`config.mk`:
```
export PLATFORM = sky130hd
export DESIGN_NAME = serial_adder_ctrl
export DESIGN_NICKNAME = d
export VERILOG_FILES = /design/src/rtl/serial_adder_ctrl.sv
export SDC_FILE = /design/constraint.sdc
export NUM_CORES = 1
export LEC_CHECK = 0
export CAP_MARGIN = 20
export CORE_ASPECT_RATIO = 1.1
export CORE_UTILIZATION = 44
export DETAILED_ROUTE_END_ITERATION = 8
export PLACE_DENSITY = 0.71
export RECOVER_POWER = 50
export SYNTH_ARGS = -nofsm -noshare
export SYNTH_HDL_FRONTEND = slang
export SYNTH_HIERARCHICAL = 1
export SYNTH_SLANG_ARGS = --single-unit
export TNS_END_PERCENT = 100
```
`constraint.sdc`:
```
create_clock -name clk -period 1.3 [get_ports clk]
set_clock_uncertainty 0.1 [all_clocks]
set_input_delay 0.26 -clock clk [delete_from_list [all_inputs] [get_ports clk]]
set_output_delay 0.26 -clock clk [all_outputs]
set_load 0.1 [all_outputs]
```
`src/rtl/serial_adder_ctrl.sv`:
```
// rtl/serial_adder_ctrl.sv - bit-serial adder sequencer sharing one full-adder cell, LSB first
// Optional subtract mode enabled by defining SERIAL_ADD_SUB_EN.

module serial_adder_fa (
  input  logic x,
  input  logic y,
  input  logic cin,
  output logic s,
  output logic cout
);
  assign s    = x ^ y ^ cin;
  assign cout = (x & y) | (cin & (x ^ y));
endmodule

module serial_adder_ctrl #(
  parameter int WIDTH = 8
) (
  input  logic             clk,
  input  logic             rst,
  input  logic             in_valid,
  output logic             in_ready,
  input  logic [WIDTH-1:0] in_a,
  input  logic [WIDTH-1:0] in_b,
  input  logic             in_cin,
`ifdef SERIAL_ADD_SUB_EN
  input  logic             in_sub,
`endif
  output logic             out_valid,
  input  logic             out_ready,
  output logic [WIDTH-1:0] out_sum,
  output logic             out_cout,
  output logic             busy
);
  localparam int CW = $clog2(WIDTH + 1);

  typedef enum logic [1:0] {IDLE, RUN, DONE} state_t;

  state_t           state;
  logic [WIDTH-1:0] a_sh;
  logic [WIDTH-1:0] b_sh;
  logic [WIDTH-1:0] sum_sh;
  logic             carry;
  logic [CW-1:0]    cnt;
  logic             y_bit;
  logic             fa_s;
  logic             fa_c;
  logic             cin_load;
  logic [WIDTH-1:0] sum_next;

`ifdef SERIAL_ADD_SUB_EN
  logic sub_q;
  // Subtraction is a + ~b + 1: invert every y bit and force the initial carry.
  assign y_bit    = b_sh[0] ^ sub_q;
  assign cin_load = in_sub ? 1'b1 : in_cin;
`else
  assign y_bit    = b_sh[0];
  assign cin_load = in_cin;
`endif

  serial_adder_fa u_fa (
    .x    (a_sh[0]),
    .y    (y_bit),
    .cin  (carry),
    .s    (fa_s),
    .cout (fa_c)
  );

  // New sum bit enters at the MSB so bit 0 ends up at the LSB after WIDTH shifts.
  assign sum_next = (sum_sh >> 1) | (WIDTH'(fa_s) << (WIDTH - 1));

  always_ff @(posedge clk) begin
    if (rst) begin
      state     <= IDLE;
      a_sh      <= '0;
      b_sh      <= '0;
      sum_sh    <= '0;
      carry     <= 1'b0;
      cnt       <= '0;
      in_ready  <= 1'b1;
      out_valid <= 1'b0;
      out_sum   <= '0;
      out_cout  <= 1'b0;
      busy      <= 1'b0;
`ifdef SERIAL_ADD_SUB_EN
      sub_q     <= 1'b0;
`endif
    end else begin
      case (state)
        IDLE: begin
          if (in_valid) begin
            a_sh     <= in_a;
            b_sh     <= in_b;
            carry    <= cin_load;
            cnt      <= '0;
            state    <= RUN;
            in_ready <= 1'b0;
            busy     <= 1'b1;
`ifdef SERIAL_ADD_SUB_EN
            sub_q    <= in_sub;
`endif
          end
        end
        RUN: begin
          a_sh   <= a_sh >> 1;
          b_sh   <= b_sh >> 1;
          sum_sh <= sum_next;
          carry  <= fa_c;
          cnt    <= cnt + 1'b1;
          if (cnt == CW'(WIDTH - 1)) begin
            state     <= DONE;
            out_valid <= 1'b1;
            out_sum   <= sum_next;
            out_cout  <= fa_c;
          end
        end
        DONE: begin
          if (out_ready) begin
            state     <= IDLE;
            out_valid <= 1'b0;
            in_ready  <= 1'b1;
            busy      <= 1'b0;
          end
        end
        default: state <= IDLE;
      endcase
    end
  end
endmodule

```
==> results of run 1 <==
layer usage:
layer	track usage, %	wire [microns]	vias to the layer above
met3	5.099	138	5
met5	0	0	-
met4	8.333	70	0
li1	-	-	846
met2	32.51	2050	37
met1	23.45	1733	764
power groups by stage:
| stage | sequential (mW) | combinational [mW] | clock, mW |
|---|---|---|---|
| global route | 1.41 | 0.540 | 0.931 |
| global placement | 1.42 | 0.447 | 0 |
| CTS | 1.39 | 0.454 | 0.882 |
| detailed placement | 1.42 | 0.450 | 0 |
| finish | 1.40 | 0.494 | 0.857 |
| floorplan | 1.45 | 0.225 | 0 |
per-stage QoR:
stage / area [sq um] / worst slack [ns] / cells / total power, mW / TNS, ns
floorplan: 1843 / 0.0004302 / 212 / 1.680 / 0
global placement: 2462 / -0.2931 / 302 / 1.868 / -5.164
detailed placement: 2462 / -0.3181 / 302 / 1.871 / -5.997
CTS: 2570 / 0.001133 / 310 / 2.728 / 0
global route: 2699 / -0.02762 / 310 / 2.877 / -0.04381
finish: 2699 / 0.04088 / 310 / 2.748 / 0
flip-flops by register name, indices dropped and copies added (netlist names):
name / flops
b_sh: 8
carry: 1
sum_sh: 7
a_sh: 8
state: 2
in_ready: 1
out_valid: 1
out_cout: 1
out_sum: 8
busy: 1
cnt: 4
cells by family (layout without fill, tap and decap cells):
group,after synthesis,after routing,synth area share [%]
buf+inv,24,70,7.402
compound gates,74,74,27.96
simple gates,70,70,16.79
fa+ha+maj,2,2,1.782
flops,42,42,46.06
synth_stat cells:
master / number
sky130_fd_sc_hd__clkinv_1: 2
sky130_fd_sc_hd__and3b_1: 1
sky130_fd_sc_hd__o21bai_1: 2
sky130_fd_sc_hd__a31oi_1: 1
sky130_fd_sc_hd__nand2b_4: 1
sky130_fd_sc_hd__nor2b_1: 2
sky130_fd_sc_hd__o31ai_1: 10
sky130_fd_sc_hd__a22oi_1: 3
sky130_fd_sc_hd__fa_1: 1
sky130_fd_sc_hd__dfxtp_1: 42
sky130_fd_sc_hd__nand2_1: 20
sky130_fd_sc_hd__clkbuf_1: 9
sky130_fd_sc_hd__o21ba_2: 1
sky130_fd_sc_hd__nand3_1: 12
sky130_fd_sc_hd__nand2b_1: 1
sky130_fd_sc_hd__or3_1: 1
sky130_fd_sc_hd__o22ai_1: 3
sky130_fd_sc_hd__nor3b_1: 1
sky130_fd_sc_hd__o2bb2ai_1: 12
sky130_fd_sc_hd__inv_1: 1
sky130_fd_sc_hd__buf_6: 4
sky130_fd_sc_hd__a211oi_1: 17
sky130_fd_sc_hd__o32a_1: 1
sky130_fd_sc_hd__nor2_1: 31
sky130_fd_sc_hd__o21ai_0: 2
sky130_fd_sc_hd__buf_4: 2
sky130_fd_sc_hd__a21oi_1: 22
sky130_fd_sc_hd__buf_2: 6
sky130_fd_sc_hd__ha_1: 1
worst paths after layout:
kind | from | end | slack, ns
hold / removal | sum_sh[1] | sum_sh[1] | 0.36
setup reg to reg | b_sh[0] | out_sum[7] | 0.04
hold reg to reg | sum_sh[1] | sum_sh[1] | 0.36
setup / recovery | b_sh[0] | out_sum[7] | 0.04
layout make-up:
class / count / area (sq um)
fill: 332 / 1265
multi-input combinational: 146 / 960.9
sequential: 42 / 864.6
timing repair buffer: 59 / 705.7
clock buffer: 7 / 86.33
tap: 52 / 65.06
inverter: 3 / 11.26
clock inverter: 1 / 5.005
worst reg2reg max path: cells and delay by family (launching register included):
kind,cells,cell delay [ns]
AO/OA/AOI/OAI,1,0.11
adder cells (fa/ha/maj),1,0.58
flip-flops,1,0.34
AND/OR/NAND/NOR,1,0.07
timing repair:
action	in CTS	in global routing
endpoints found under the setup margin	17	30
setup buffers	0	0
pin swaps	0	1
gates resized for setup	6	30
==> out/summary.txt, run 1 <==
#FFs+latches synth: 42
Final Slew Violations: 0
Bufs on Longest Clock Path: 2
largest fanout on the critical path: 2
number of nets produced by synthesis: 235
iteration-0 DRC count of the detailed router: 104
routed wire length per instance: 12.88 microns
remaining antenna violation count: 0
commonest cells after routing, fill and taps aside: sky130_fd_sc_hd__nor2_1 (31), sky130_fd_sc_hd__dfxtp_1 (25), sky130_fd_sc_hd__a21oi_1 (20)
WP data required: 1.43 ns
commonest non-fill, non-tap cell in the layout: sky130_fd_sc_hd__nor2_1
Overall Global Routing Usage: 19.53%
ranking of synthesized cells by area: sky130_fd_sc_hd__dfxtp_1 (46%), sky130_fd_sc_hd__a211oi_1 (7.0%), sky130_fd_sc_hd__nor2_1 (6.4%), sky130_fd_sc_hd__a21oi_1 (6.0%), sky130_fd_sc_hd__o2bb2ai_1 (5.8%)
initial cell density of the core: 46.05%
Seq/Total Area, Yosys: 46.06%
number of hold-slack violations in the final timing report: 0
worst min-delay path class: reg -> reg
horizontal extent of the die: 63.42 microns
Total Nets Final: 280
count of synthesis-stage warnings from yosys: 6
Max transition margin: 84.87%
Final Routed Wirelength: 3993 microns
Final Core Density: 68.09%
power density cells: 1018 nW/um^2
Comb power frac: 18.0%
vias in the first global route: 1605
switching share of total power: 26.01%
pin count of the biggest net entering global routing: 31
clock tree from TritonCTS: done
count of endpoints failing setup in the final report: 0
element type at the critical path start: register
ANT cells: 0
Worst VDD drop: 0.5400 mV
kind of end point of the critical path: register
gate family responsible for the most delay along the worst path: adder cells
number of instances in the synthesized netlist: 212
Leakage Power: 0.9909 nW
hold_buf cts: 0
number of detailed-route iterations in the first pass: 4
final global-route overflow total: 0
initial antenna violation count: 0
Ports: 33
Worst Hold Margin: 0.3628 ns
# clock sinks: 42
maximum level of the CTS H-tree: 2
top-area cell type share of the netlist area: 46.06%
post-synth cell types: 29
Final HPWL DP: 2686 microns
cell accounting for the most synthesized area: sky130_fd_sc_hd__dfxtp_1
y dimension of the die: 69.56 microns
total number of placement rows: 24
clock period minus worst slack: 1.259 ns
run status: finished clean
count of buffers inserted at the top-level ports: 32
CP Class: reg -> reg
critical path depth: 3
power share of the sequential group: 50.9%
cell area after synthesis: 1826 sq um
number of cells traversed by the worst register-to-register path: 3
Routability Congestion: 0.7643
peak per-stage delay on the critical path: 0.58 ns
detailed-route vias per instance: 5.329
internal power summed over all cells: 2.033 mW
critical path cell sequence: fa_2 > nand3_2 > a21oi_2
share of final-layout standard cells stronger than drive strength 1: 33.72%
depth of the worst hold-timing path: 2
signed area change from the synthesized netlist to the final layout: 47.84%
post-route fraction of the period consumed by the critical path: 96.86%
Highest Clock Rate: 0.7942 GHz
Worst-Margin Slew: 0.2250 ns
total CTS buffers: 5
unrepaired setup endpoints after global routing: yes
clock latency reported for the late side of the worst-skew pair: 0.30 ns
Die ar.: 4411 sq um
Crit path arrival time: 1.39 ns
root cell of the clock tree: sky130_fd_sc_hd__clkbuf_8
clock share of power: 31.2%
syn_area_per_cell: 8.611 sq um
Buffers & Inverters on Critical Path: 0
global-route wire length before repair: 6906 microns
switching power of the nets: 0.7146 mW
critical-path cell with the highest stage delay: sky130_fd_sc_hd__fa_2
detailed-route via count: 1652
clock-pin slew on the worst setup and hold paths: 0.08 ns
Core Area: 3964 sq um
total DRC errors in the routed layout: 0
max cap viols: 0
(Power assumes the default switching activity.)
==> inputs of run 2 (changes only) <==
CORE_UTILIZATION = 30   (was 44)
CTS_CLUSTER_SIZE = 25   (was unset)
PLACE_DENSITY = unset   (was 0.71)
==> out/summary.txt, run 2 (synthesis results as in run 1) <==
Core Area: 5806 sq um
iteration-0 DRC count of the detailed router: 72
total DRC errors in the routed layout: 0
routed wire length per instance: 12.47 microns
detailed-route via count: 1636
Placed Area: 2464 sq um
Setup Fix Bufs, Post-CTS: 0
Routability Congestion: 0.7330
run status: finished clean
Max transition margin: 83.32%
count of endpoints failing setup in the final report: 0
Crit path arrival time: 1.38 ns
Hold Crit Start: sum_sh[1]
number of hold-slack violations in the final timing report: 0
pin count of the biggest net entering global routing: 31
largest fanout on the critical path: 2
Final Routed Wirelength: 4127 microns
worst min-delay path class: reg -> reg
placement-stage worst setup slack: -0.2697 ns
WP data required: 1.43 ns
signed area change from the synthesized netlist to the final layout: 39.75%
Final HPWL DP: 2792 microns
maximum level of the CTS H-tree: 2
share of final-layout standard cells stronger than drive strength 1: 29.53%
kind of end point of the critical path: register
Overall Global Routing Usage: 13.61%
Ports: 33
biggest regs: a_sh (8), b_sh (8), out_sum (8)
Worst-Margin Slew: 0.2502 ns
# clock sinks: 42
max cap viols: 0
detailed-route vias per instance: 4.943
y dimension of the die: 83.82 microns
element type at the critical path start: register
CP Class: reg -> reg
initial cell density of the core: 31.44%
initial antenna violation count: 0
Leakage Power: 0.9451 nW
final global-route overflow total: 0
root cell of the clock tree: sky130_fd_sc_hd__clkbuf_8
commonest cells after routing, fill and taps aside: sky130_fd_sc_hd__nor2_1 (31), sky130_fd_sc_hd__dfxtp_1 (24), sky130_fd_sc_hd__a21oi_1 (22), sky130_fd_sc_hd__nand2_1 (19), sky130_fd_sc_hd__clkdlybuf4s50_1 (19)
number of detailed-route iterations in the first pass: 4
Bufs on Longest Clock Path: 2
min setup slack post-route: 0.04884 ns
horizontal extent of the die: 76.38 microns
post-route fraction of the period consumed by the critical path: 96.24%
total number of placement rows: 29
commonest non-fill, non-tap cell in the layout: sky130_fd_sc_hd__nor2_1
final sum of negative setup slack: 0 ns
clock latency reported for the late side of the worst-skew pair: 0.29 ns
total non-filler cell area in the finished layout: 2551 sq um
total CTS buffers: 5
clock period minus worst slack: 1.251 ns
Worst VDD drop: 0.4025 mV
hold_buf cts: 0
# fillers: 618
ANT cells: 0
clock-pin slew on the worst setup and hold paths: 0.07 ns
global-route wire length before repair: 7010 microns
Total Nets Final: 277
vias in the first global route: 1492
Die ar.: 6401 sq um
startpoint of the lowest-slack register-to-register path: b_sh[0]
Final Slew Violations: 0
remaining antenna violation count: 0
power density cells: 1034 nW/um^2
overall power after layout: 2.637 mW
count of buffers inserted at the top-level ports: 32
Final Core Density: 43.94%
start point of the critical path: b_sh[0]
Highest Clock Rate: 0.7993 GHz
clock tree from TritonCTS: done
## run 2: cell types whose count changed in the layout (fill, tap and decap cells not counted), moves of 2 or more
| cell | before | now |
|---|---|---|
| sky130_fd_sc_hd__a21oi_1 | 20 | 22 |
| sky130_fd_sc_hd__clkbuf_2 | 0 | 3 |
| sky130_fd_sc_hd__o2bb2ai_2 | 3 | 1 |
| sky130_fd_sc_hd__o2bb2ai_1 | 9 | 11 |
| sky130_fd_sc_hd__a21oi_2 | 2 | 0 |
| sky130_fd_sc_hd__buf_12 | 15 | 5 |
| sky130_fd_sc_hd__buf_4 | 19 | 16 |
| sky130_fd_sc_hd__buf_6 | 4 | 11 |
## run 2: area by class of cell
cell class / count / area [sq um] / area share [%]
flip-flops and latches: 42 / 868.3 / 34.04
inverters: 3 / 11.26 / 0.4414
well taps: 77 / 96.34 / 3.776
multi-input cells: 147 / 937.1 / 36.73
clock buffers: 7 / 76.32 / 2.992
repair buffers: 55 / 561.8 / 22.02
## run 2: stage by stage
| stage | hold slack, ns | instances |
|---|---|---|
| after detailed placement | 0.3521 | 323 |
| after floorplan | 0.3083 | 212 |
| after CTS | 0.3630 | 330 |
| after global routing | 0.3900 | 331 |
| after global placement | 0.3465 | 323 |
| final | 0.3600 | 331 |
## run 2: where the power goes
part	total (mW)	internal [mW]	switching, mW
Combinational	0.453	0.224	0.229
Clock	0.789	0.370	0.419
Sequential	1.40	1.35	0.0455
## run 2: worst paths after layout
check / end / slack [ns] / depth (start not counted)
max reg2reg: out_sum[7] / 0.05 / 3
max: out_sum[7] / 0.05 / 3
min reg2reg: out_sum[0] / 0.36 / 2
min: out_sum[0] / 0.36 / 2
## run 2: worst max-delay path: stages (launching register included)
cell                      delay [ns]
sky130_fd_sc_hd__dfxtp_2        0.34
sky130_fd_sc_hd__fa_2           0.57
sky130_fd_sc_hd__nand3_1        0.06
sky130_fd_sc_hd__a21oi_1        0.12
## run 2: routing by layer
metal  vias up  share of wire (%)  global-route usage (%)
met5         -                  0                       0
met4         0                1.1                   5.245
met3         6                5.0                   3.716
met2        33                 46                   22.52
met1       754                 48                   16.72
li1        843                  -                       -
## run 2: timing repair
action,CTS,global route
cloned,0,1
pin swaps,0,3
resized for setup,4,26
endpoints found under the setup margin,19,33
